$ cat config.mk
export PLATFORM = sky130hd
export DESIGN_NAME = alu_exec_stage
export DESIGN_NICKNAME = d
export VERILOG_FILES = /design/src/rtl/alu_exec_stage.sv
export SDC_FILE = /design/constraint.sdc
export NUM_CORES = 1
export LEC_CHECK = 0
export ABC_AREA = 1
export BUFFER_PORTS_ARGS = -buffer_cell sky130_fd_sc_hd__clkbuf_2
export CELL_PAD_IN_SITES_DETAIL_PLACEMENT = 0
export CELL_PAD_IN_SITES_GLOBAL_PLACEMENT = 1
export CORE_ASPECT_RATIO = 0.75
export CORE_UTILIZATION = 46
export DETAILED_ROUTE_END_ITERATION = 8
export GPL_TIMING_DRIVEN = 0
export PLACE_DENSITY = 0.95
export SETUP_SLACK_MARGIN = 0.05
export SYNTH_ARGS = -nofsm -noshare
export SYNTH_HDL_FRONTEND = slang
export SYNTH_SLANG_ARGS = --single-unit
$ cat constraint.sdc
create_clock -name i_clk -period 5.62 [get_ports i_clk]
set_input_delay 0.562 -clock i_clk [delete_from_list [all_inputs] [get_ports i_clk]]
set_output_delay 0.562 -clock i_clk [all_outputs]
set_load 0.005 [all_outputs]
$ cat src/rtl/alu_exec_stage.sv
// alu_exec_stage
//   Execute stage of the ALU datapath. Takes an opcode and two operands over a
//   valid/ready handshake. Single-cycle ops finish on the accept edge. MUL runs
//   as an iterative shift-add multiply with one partial-product step per cycle.
//   The result is held until the downstream capture register takes it.
// Ports
//   i_clk        clock, rising edge
//   i_rst_n      synchronous reset, active-low
//   i_in_valid   upstream presents op/a/b
//   o_in_ready   stage can accept (IDLE)
//   i_op         opcode: ADD SUB AND OR XOR SHL MUL PASS (000..111)
//   i_a, i_b     operands, SIZE bits
//   o_out_valid  result/carry/zero valid (DONE)
//   i_out_ready  downstream consumes result this cycle
//   o_result     registered result
//   o_carry      registered carry / borrow / MUL overflow
//   o_zero       registered (result == 0)
//   o_busy       multiply in progress (EXEC)
module alu_exec_stage #(
   parameter int unsigned SIZE = 8
) (
   input  logic            i_clk,
   input  logic            i_rst_n,
   input  logic            i_in_valid,
   output logic            o_in_ready,
   input  logic [2:0]      i_op,
   input  logic [SIZE-1:0] i_a,
   input  logic [SIZE-1:0] i_b,
   output logic            o_out_valid,
   input  logic            i_out_ready,
   output logic [SIZE-1:0] o_result,
   output logic            o_carry,
   output logic            o_zero,
   output logic            o_busy
);

   localparam logic [2:0] OpAdd  = 3'b000;
   localparam logic [2:0] OpSub  = 3'b001;
   localparam logic [2:0] OpAnd  = 3'b010;
   localparam logic [2:0] OpOr   = 3'b011;
   localparam logic [2:0] OpXor  = 3'b100;
   localparam logic [2:0] OpShl  = 3'b101;
   localparam logic [2:0] OpMul  = 3'b110;
   localparam logic [2:0] OpPass = 3'b111;

   localparam int unsigned CntW = $clog2(SIZE + 1);
   localparam logic [CntW-1:0] LastCnt = CntW'(SIZE - 1);

   typedef enum logic [1:0] {StIdle, StExec, StDone} state_e;

   state_e              r_state;
   state_e              w_state_next;

   logic [SIZE-1:0]     r_result;
   logic                r_carry;
   logic                r_zero;

   logic [2*SIZE-1:0]   r_mcand;
   logic [SIZE-1:0]     r_mplier;
   logic [2*SIZE-1:0]   r_prod;
   logic [CntW-1:0]     r_cnt;

   logic                w_accept;
   logic                w_last;
   logic [SIZE:0]       w_add;
   logic [SIZE:0]       w_sub;
   logic [SIZE-1:0]     w_alu_res;
   logic                w_alu_cy;
   logic [2*SIZE-1:0]   w_prod_step;

   assign w_accept    = i_in_valid & o_in_ready;
   assign w_last      = (r_cnt == LastCnt);
   assign w_add       = {1'b0, i_a} + {1'b0, i_b};
   // Top bit of the widened difference is the unsigned borrow.
   assign w_sub       = {1'b0, i_a} - {1'b0, i_b};
   assign w_prod_step = r_mplier[0] ? (r_prod + r_mcand) : r_prod;

   // Single-cycle ops; MUL result comes from the iterative path instead.
   always_comb begin
      w_alu_res = '0;
      w_alu_cy  = 1'b0;
      case (i_op)
         OpAdd:  begin w_alu_res = w_add[SIZE-1:0]; w_alu_cy = w_add[SIZE]; end
         OpSub:  begin w_alu_res = w_sub[SIZE-1:0]; w_alu_cy = w_sub[SIZE]; end
         OpAnd:  w_alu_res = i_a & i_b;
         OpOr:   w_alu_res = i_a | i_b;
         OpXor:  w_alu_res = i_a ^ i_b;
         OpShl:  begin w_alu_res = {i_a[SIZE-2:0], 1'b0}; w_alu_cy = i_a[SIZE-1]; end
         OpPass: w_alu_res = i_a;
         default: begin w_alu_res = '0; w_alu_cy = 1'b0; end
      endcase
   end

   // State register
   always_ff @(posedge i_clk) begin
      if (!i_rst_n) begin
         r_state <= StIdle;
      end else begin
         r_state <= w_state_next;
      end
   end

   // Next-state logic
   always_comb begin
      w_state_next = r_state;
      case (r_state)
         StIdle: begin
            if (w_accept) begin
               w_state_next = (i_op == OpMul) ? StExec : StDone;
            end
         end
         StExec: begin
            if (w_last) begin
               w_state_next = StDone;
            end
         end
         StDone: begin
            if (i_out_ready) begin
               w_state_next = StIdle;
            end
         end
         default: w_state_next = StIdle;
      endcase
   end

   // Outputs decoded from state
   always_comb begin
      o_in_ready  = 1'b0;
      o_out_valid = 1'b0;
      o_busy      = 1'b0;
      case (r_state)
         StIdle:  o_in_ready  = 1'b1;
         StExec:  o_busy      = 1'b1;
         StDone:  o_out_valid = 1'b1;
         default: o_in_ready  = 1'b0;
      endcase
   end

   // Datapath: result bank and shift-add multiplier
   always_ff @(posedge i_clk) begin
      if (!i_rst_n) begin
         r_result <= '0;
         r_carry  <= 1'b0;
         r_zero   <= 1'b0;
         r_mcand  <= '0;
         r_mplier <= '0;
         r_prod   <= '0;
         r_cnt    <= '0;
      end else if (w_accept) begin
         r_cnt    <= '0;
         r_prod   <= '0;
         r_mcand  <= {{SIZE{1'b0}}, i_a};
         r_mplier <= i_b;
         if (i_op != OpMul) begin
            r_result <= w_alu_res;
            r_carry  <= w_alu_cy;
            r_zero   <= (w_alu_res == '0);
         end
      end else if (r_state == StExec) begin
         r_prod   <= w_prod_step;
         r_mcand  <= r_mcand << 1;
         r_mplier <= r_mplier >> 1;
         if (w_last) begin
            r_result <= w_prod_step[SIZE-1:0];
            r_carry  <= |w_prod_step[2*SIZE-1:SIZE];
            r_zero   <= (w_prod_step[SIZE-1:0] == '0);
         end else begin
            // Saturates at the last step; cleared again on the next accept.
            r_cnt <= r_cnt + CntW'(1);
         end
      end
   end

   assign o_result = r_result;
   assign o_carry  = r_carry;
   assign o_zero   = r_zero;

endmodule

==> impl_results.md, run 1 <==
- Sequential element share of the synthesized area: 24.5%
- Count leader, synth: sky130_fd_sc_hd__nand2_1
- Crit Path Category: flip-flop to flip-flop
- Clock tree root buffer cell: sky130_fd_sc_hd__clkbuf_16
- Slew headroom: 48.5%
- Final routed wire length divided by cell count: 15.0 um
- Area share of the largest cell type after synthesis: 24.5%
- Mapped Cells: 740
- Clock buffer count from CTS: 5
- Data arrival time of the critical path: 2870 ps
- Wire length of the first global-routing pass: 22,000 um
- DR iter-0 viols: 422
- Cell variety after synth: 42
- Final worst path period need: 2630 ps
- Post-DP HPWL: 11,000 um
- Core region area: 9660 um2
- Transition time of the tightest slew-check pin: 765 ps
- Quantity of I/O buffers inserted on ports: 35
- Average instance area after synthesis: 6.19 um2
- Setup TNS: 0 ps
- Die Y: 88.4 um
- Hold/Removal Path Class: flip-flop to flip-flop
- Global-route congestion overflow total: 0
- Placer congestion estimate: 0.949
- Register cell area after layout: 1120 um2
- Pre-CTS WS: 2960 ps
- Worst clock skew: 7.19 ps
- Ratio of cells with drive above 1 in the final layout: 8.30%
- Static leakage: 2.64 nW
- Ratio of routed vias to standard cells: 5.37
- Crit start category: flip-flop
- Synth-to-Final Area Change: 10.5%
- Worst Path Max Fanout: 4
- Worst-case setup margin in the final layout: 2990 ps
- Die Outline Area: 10,400 um2
- Net count after synthesis: 806
- Clock latency at the later pin of the worst-skew pair: 300 ps
- Remaining design rule violation count: 0
- Worst IR Drop VDD: 0.138 mV
- Number of iterations in the first detailed-routing pass: 5
- Number of synthesized flops with an enable pin: 0
- IO Count: 36
- Number of antenna cells inserted: 0
- Sort of element at the end of the critical path: flip-flop
- TritonCTS Sinks: 56
- RSZ-0062 raised after global routing: no
- Total routing usage reported by global routing: 28.1%
- Number of maximum-capacitance constraint violations: 0
- Post-synth top area cell: sky130_fd_sc_hd__dfxtp_1
- Top post-synthesis cells by area: sky130_fd_sc_hd__dfxtp_1 24%, sky130_fd_sc_hd__nand2_1 17%, sky130_fd_sc_hd__ha_1 11%
- Total wirelength of the detailed-routed design: 13,700 um
- Initial antenna violation count: 0
- Die extent in x: 117 um
- Power Dens Cells: 195 nW/um2
- Effective utilization at floorplan: 47.4%
- Layout net count: 848
- TritonCTS clock tree: yes
- Leading cell types by count after synthesis: 203 x sky130_fd_sc_hd__nand2_1, 114 x sky130_fd_sc_hd__inv_1, 78 x sky130_fd_sc_hd__nor2_1
- Warnings from Yosys: 0
- Final non-filler cell total: 915
- Post-CTS Hold Fix Bufs: 0
- Floorplan row count: 31
- Final Hold Fails: 0
- Number of filler instances in the final layout: 997
- Cell area after technology mapping: 4580 um2
- Count of pins over their slew limit: 0
- Status: finished, final reports clean
- Largest net degree at the start of global routing: 18
- Placed Cells incl. Taps: 907
- Count of buffers added by post-CTS timing repair for setup: 0
- Share of flip-flops with an asynchronous set or reset after synthesis: 0%
- Share of the clock period used by the worst path after layout: 46.8%
- Setup Viol. Count Final: 0
- Clock transition at the registers of the reported paths: 70 ps
- Worst endpoint required time: 5860 ps
- Maximum clock frequency: 380 MHz
- Multi-input combinational cell area: 2910 um2
- H-tree lvl count: 2
- Overall via count from detail_route: 4,914
- Overall power after layout: 0.987 mW
- Top FF cell, synth: sky130_fd_sc_hd__dfxtp_1
- Bufs on Longest Clock Path: 2
- Post-CTS sizing: 0
- Yosys reg bits: 56
- Residual antenna-violating net count after detailed routing: 0
- Number of global-route vias before repair: 4,308
==> per-layer routing <==
metal  vias up  share of wire (%)  GRT usage, %
met1      2232                 51          44.5
met5         -                  0             0
met4         0               0.56          3.45
li1       2472                  -             -
met2       204                 38          39.8
met3         6                9.6          4.86
==> metrics by stage <==
stage	hold slack [ps]	utilization (%)	cell area (um2)
2_1_floorplan	440	-	4580
3_3_place_gp	451	50.9	4920
3_5_place_dp	452	50.9	4920
4_1_cts	463	52.4	5060
5_1_grt	503	52.4	5060
6_report	462	52.4	5060
==> cell usage in the layout, fill, tap and decap left out, drive strengths merged <==
cell type / netlist / layout
a41o: 1 / 1
nand4: 6 / 6
a221oi: 8 / 8
o22ai: 12 / 12
inv: 116 / 117
nor2: 81 / 81
ha: 40 / 40
or2: 9 / 9
o21ai: 35 / 35
o211ai: 10 / 10
fa: 3 / 3
xor2: 5 / 5
a22oi: 1 / 1
nand2: 204 / 204
xnor2: 3 / 3
a21oi: 47 / 47
a21boi: 1 / 1
clkinv: 2 / 3
dfxtp: 56 / 56
nand3: 52 / 52
a31oi: 10 / 10
nand3b: 1 / 1
o21a: 2 / 2
and2: 3 / 3
buf: 8 / 8
nor3: 5 / 5
a211oi: 3 / 3
clkbuf: 13 / 54
and3: 1 / 1
o21bai: 2 / 2
==> worst max-delay path, cell delays in order, from the launching register on <==
cell and delay, ps:
sky130_fd_sc_hd__dfxtp_1 390, sky130_fd_sc_hd__ha_1 210, sky130_fd_sc_hd__inv_1 60, sky130_fd_sc_hd__fa_1 410, sky130_fd_sc_hd__inv_1 150, sky130_fd_sc_hd__nand2_1 70, sky130_fd_sc_hd__nand3_1 130, sky130_fd_sc_hd__xor2_1 80
sky130_fd_sc_hd__o21ai_0 610, sky130_fd_sc_hd__nand3_1 190, sky130_fd_sc_hd__nand2_1 100, sky130_fd_sc_hd__nand2_1 50, sky130_fd_sc_hd__a21oi_1 130
==> cell type report <==
| class | instances | area share [%] |
|---|---|---|
| multi-input cells | 545 | 57.5 |
| flip-flops and latches | 56 | 22.1 |
| inverters | 118 | 8.77 |
| repair buffers | 35 | 3.46 |
| well taps | 132 | 3.26 |
| clock buffers | 6 | 2.55 |
| plain buffers | 21 | 2.05 |
| clock inverters | 2 | 0.272 |
==> state kept, by name, summed over array words and instances, names as in the netlist <==
name      cells
o_carry       1
o_result      8
r_mplier      8
r_cnt         4
o_zero        1
r_prod       16
r_state       2
r_mcand      16
==> power breakdown <==
part	leakage (nW)	total (mW)	internal (mW)	switching, mW
logic	2.12	0.241	0.0829	0.159
clock network	0.0712	0.319	0.167	0.152
registers	0.456	0.426	0.413	0.0130
total	2.64	0.987	0.663	0.324
==> kinds of logic after synthesis <==
logic type,share of synthesized area [%]
buffers and inverters,12.0
adders and majority gates,12.2
xor gates and xnor gates,1.53
AOI/OAI and AO/OA,17.0
and+or+nand+nor,32.8
DFF,24.5
==> worst paths after layout <==
kind	cells past startpoint	to	startpoint	slack, ps
min reg2reg	2	r_mplier[7]	r_mplier[7]	460
max reg2reg	12	o_zero	r_mcand[0]	2990
min	2	r_mplier[7]	r_mplier[7]	460
max	12	o_zero	r_mcand[0]	2990
Note: power is estimated with default switching activity, not from simulation.
==> inputs of run 2 (changes only) <==
Settings changed: ABC_AREA 1 to 0, CORE_UTILIZATION 46 to 41, PLACE_DENSITY 0.95 to 0.87.
Clock period 5.62 ns to 2.4 ns, I/O delays scaled along.
==> run 2 against run 1 <==
Effect of this change:
- the flow now finishes with violations (negative setup slack)
- sequential power is 140% higher
- core utilization fell by 1.0 points
- final area increased by 5.3%
- global-route usage is 3.5 points lower
- worst hold slack worse by 240 ps
- clock-buffer cell count increased by 1
- die area increased by 7.8%
- power increased by 140%
- non-clock buffer count up 14
- register-to-register slack lost 3100 ps
- via count decreased by 11%
- largest cell class unchanged
- largest power group unchanged
- highest routed layer unchanged
==> impl_results.md, run 2 <==
- Proportion of power drawn by flip-flops and latches: 42.1% (-1.1 points)
- Proportion of power drawn by combinational gates: 25.5% (+1.0 points)
- Initial antenna violation count: 0 (unchanged)
- Final Hold Fails: 0 (unchanged)
- Most common cell after layout, fill and taps aside: sky130_fd_sc_hd__nand2_1
- DR iter-0 viols: 389 (-7.8%)
- Worst-case setup margin in the final layout: -119 ps (-3110 ps)
- Number of synthesized flops with an enable pin: 0 (unchanged)
- Internal power of the cells: 1.65 mW (+150%)
- Net switching power figure: 0.741 mW (+130%)
- Cell area after technology mapping: 4410 um2 (-3.7%)
- Warnings from Yosys: 0 (unchanged)
- Die extent in x: 122 um (+3.9%)
- Placer congestion estimate: 0.890 (-6.2%)
- Register cell area after layout: 1140 um2 (+1.8%)
- Multi-input combinational cell area: 3390 um2 (+17%)
- Clock transition at the registers of the reported paths: 70 ps (about the same)
- Worst IR Drop VDD: 0.318 mV (+130%)
- Power Dens Cells: 449 nW/um2 (+130%)
- Post-DP HPWL: 10,100 um (-8.7%)
- Net count after synthesis: 620 (-23%)
- Layout net count: 666 (-21%)
- Number of filler instances in the final layout: 969 (-2.8%)
- Effective utilization at floorplan: 42.5% (-4.9 points)
- Worst clock skew: 5.46 ps (-1.73 ps)
- Pre-CTS WS: -565 ps (-3520 ps)
- Final worst path period need: 2520 ps (-110 ps)
- Area share of the largest cell type after synthesis: 25.4% (+0.95 points)
- Count leader, synth: sky130_fd_sc_hd__nand2_1
- TritonCTS Sinks: 56 (unchanged)
- Share of flip-flops with an asynchronous set or reset after synthesis: 0% (unchanged)
- Crit Path Category: flip-flop to flip-flop
- Status: finished, violations left
- Sort of element at the end of the critical path: flip-flop
- Biggest registers after layout: r_mcand: 16 flops, r_prod: 16 flops
- Commonest non-fill, non-tap cells in the layout: 65 x sky130_fd_sc_hd__nand2_1, 46 x sky130_fd_sc_hd__dfxtp_1, 45 x sky130_fd_sc_hd__nor2_1, 36 x sky130_fd_sc_hd__a21oi_1, 35 x sky130_fd_sc_hd__clkbuf_2
- Quantity of I/O buffers inserted on ports: 32 (-8.6%)
- Number of global-route vias before repair: 4,080 (-5.3%)
- Wire length of the first global-routing pass: 21,500 um (-2.3%)
- Worst endpoint required time: 2560 ps (-3300 ps)
- Failing checks: negative setup slack
- Cell variety after synth: 68 (+62%)
- Clock tree root buffer cell: sky130_fd_sc_hd__clkbuf_16
- Number of antenna cells inserted: 0 (unchanged)
- Yosys reg bits: 56 (unchanged)
- Floorplan row count: 32 (+3.2%)
- Overall via count from detail_route: 4,391 (-11%)
- Setup Viol. Count Final: 2 (+2)
- Hold/Removal Path Class: input pin to flip-flop
- Sequential element share of the synthesized area: 25.4% (+0.95 points)
- H-tree lvl count: 2 (unchanged)
- Overall power after layout: 2.39 mW (+140%)
- IO Count: 36 (unchanged)
- RSZ-0062 raised after global routing: yes
- Bufs on Longest Clock Path: 2 (unchanged)
- Switching portion of total power: 31.0% (-1.8 points)
- Static leakage: 2.19 nW (-17%)
- Synth-to-Final Area Change: 20.9%
- Clock buffer count from CTS: 5 (unchanged)
- Die Outline Area: 11,200 um2 (+7.8%)
- Total routing usage reported by global routing: 24.6% (-3.5 points)
- Clock latency at the later pin of the worst-skew pair: 290 ps (about the same)
- Global-route congestion overflow total: 0 (unchanged)
- Top post-synthesis cells by area: sky130_fd_sc_hd__dfxtp_1 25%, sky130_fd_sc_hd__ha_1 11%, sky130_fd_sc_hd__nand2_1 5.6%
- Data arrival time of the critical path: 2680 ps (-190 ps)
- Core region area: 10,400 um2 (+7.4%)
- Average instance area after synthesis: 7.96 um2 (+29%)
- Remaining design rule violation count: 0 (unchanged)
- Cell type of the slowest stage on the worst timing path: sky130_fd_sc_hd__dfxtp_4
- Mapped Cells: 554 (-25%)
- Number of iterations in the first detailed-routing pass: 5 (unchanged)
- Final routed wire length divided by cell count: 18.4 um (+23%)
- Residual antenna-violating net count after detailed routing: 0 (unchanged)
- Crit start category: flip-flop
- Post-synth top area cell: sky130_fd_sc_hd__dfxtp_1
- Slew headroom: 44.1% (-4.3 points)
- Largest net degree at the start of global routing: 16 (-2)
- Worst Path Max Fanout: 4 (unchanged)
- Die Y: 91.8 um (+3.8%)
- Ratio of cells with drive above 1 in the final layout: 22.0% (+14 points)
- Leading cell types by count after synthesis: 66 x sky130_fd_sc_hd__nand2_1, 56 x sky130_fd_sc_hd__dfxtp_1, 48 x sky130_fd_sc_hd__nor2_1
- Maximum cell stage delay along the critical path: 360 ps (-250 ps)
- Ratio of routed vias to standard cells: 5.97 (+11%)
- Transition time of the tightest slew-check pin: 838 ps (+73.2 ps)
- Total wirelength of the detailed-routed design: 13,500 um (-1.2%)
- Cell chain of the critical path: ha_4 -> buf_6 -> o211ai_1 -> o21ai_2 -> a31oi_4 -> o211a_1 -> a211oi_2 -> xnor2_2 -> a2111oi_4 -> a31oi_1
- Maximum clock frequency: 397 MHz (+4.4%)
- Top FF cell, synth: sky130_fd_sc_hd__dfxtp_1
- Part of the power in the clock network: 32.4% (about the same)
- Count of pins over their slew limit: 0 (unchanged)
- Number of maximum-capacitance constraint violations: 0 (unchanged)
- Share of the clock period used by the worst path after layout: 105% (+58 points)
- TritonCTS clock tree: yes
[run 2: path summary, 6_finish.rpt]
path                             startpoint           to  slack (ps)  depth (start not counted)
worst max-delay path             r_mcand[4]      o_carry        -120                         10
worst min-delay path                 i_b[7]  r_mplier[7]         220                          3
worst max register to register   r_mcand[4]      o_carry        -120                         10
worst min register to register  r_mplier[4]  r_mplier[4]         470                          2
[run 2: stage by stage]
stage          util [%]  instance area (um2)  hold slack, ps  instances  setup TNS [ps]
2_1_floorplan         -                 4420             385        554               0
3_3_place_gp       45.8                 4750             452        722           -1930
3_5_place_dp       45.8                 4750             457        722           -2420
4_1_cts            50.2                 5210             221        730           -95.1
5_1_grt            51.4                 5330             230        736            -525
6_report           51.4                 5330             221        736            -130
[run 2: layer usage]
| layer | part of all wire, % | up-vias | GRT usage, % |
|---|---|---|---|
| met1 | 49 | 2091 | 37.8 |
| met3 | 7.8 | 13 | 4.48 |
| met4 | 0.77 | 0 | 3.40 |
| met5 | 0 | - | 0 |
| li1 | - | 2109 | - |
| met2 | 42 | 178 | 35.7 |
[run 2: final cells by class]
cell class | count | share of cell area, %
multi-input cells | 439 | 63.6
flip-flops and latches | 56 | 21.4
repair buffers | 45 | 4.95
well taps | 136 | 3.19
clock buffers | 7 | 2.86
plain buffers | 25 | 1.97
inverters | 28 | 1.97
[run 2: worst max-delay path: cells and delay by family (launching register included)]
kind / cells / cell delay, ps
compound gates: 7 / 1480
flops: 1 / 360
fa+ha+maj: 1 / 300
xor+xnor: 1 / 140
buf+inv: 1 / 110
[run 2: kinds of logic after synthesis]
logic type	share of synthesized area, %
AOI/OAI and AO/OA	29.3
xor gates and xnor gates	3.97
adders and majority gates	12.7
buffers and inverters	5.14
DFF	25.4
muxes	4.09
and+or+nand+nor	19.4
[run 2: power groups by stage]
stage | registers [mW] | clock network (mW) | logic, mW
6_report | 1.01 | 0.775 | 0.609
5_1_grt | 1.01 | 0.828 | 0.665
4_1_cts | 1.01 | 0.788 | 0.584
3_5_place_dp | 1.02 | 0 | 0.549
3_3_place_gp | 1.02 | 0 | 0.538
2_1_floorplan | 1.01 | 0 | 0.377
[run 2: what timing repair did]
| item | 4_1_cts | 5_1_grt |
|---|---|---|
| hold buffers | 0 | 0 |
| resized for setup | 58 | 23 |
| setup buffers | 6 | 7 |
| setup endpoints to repair | 18 | 21 |
| pin swaps | 19 | 18 |
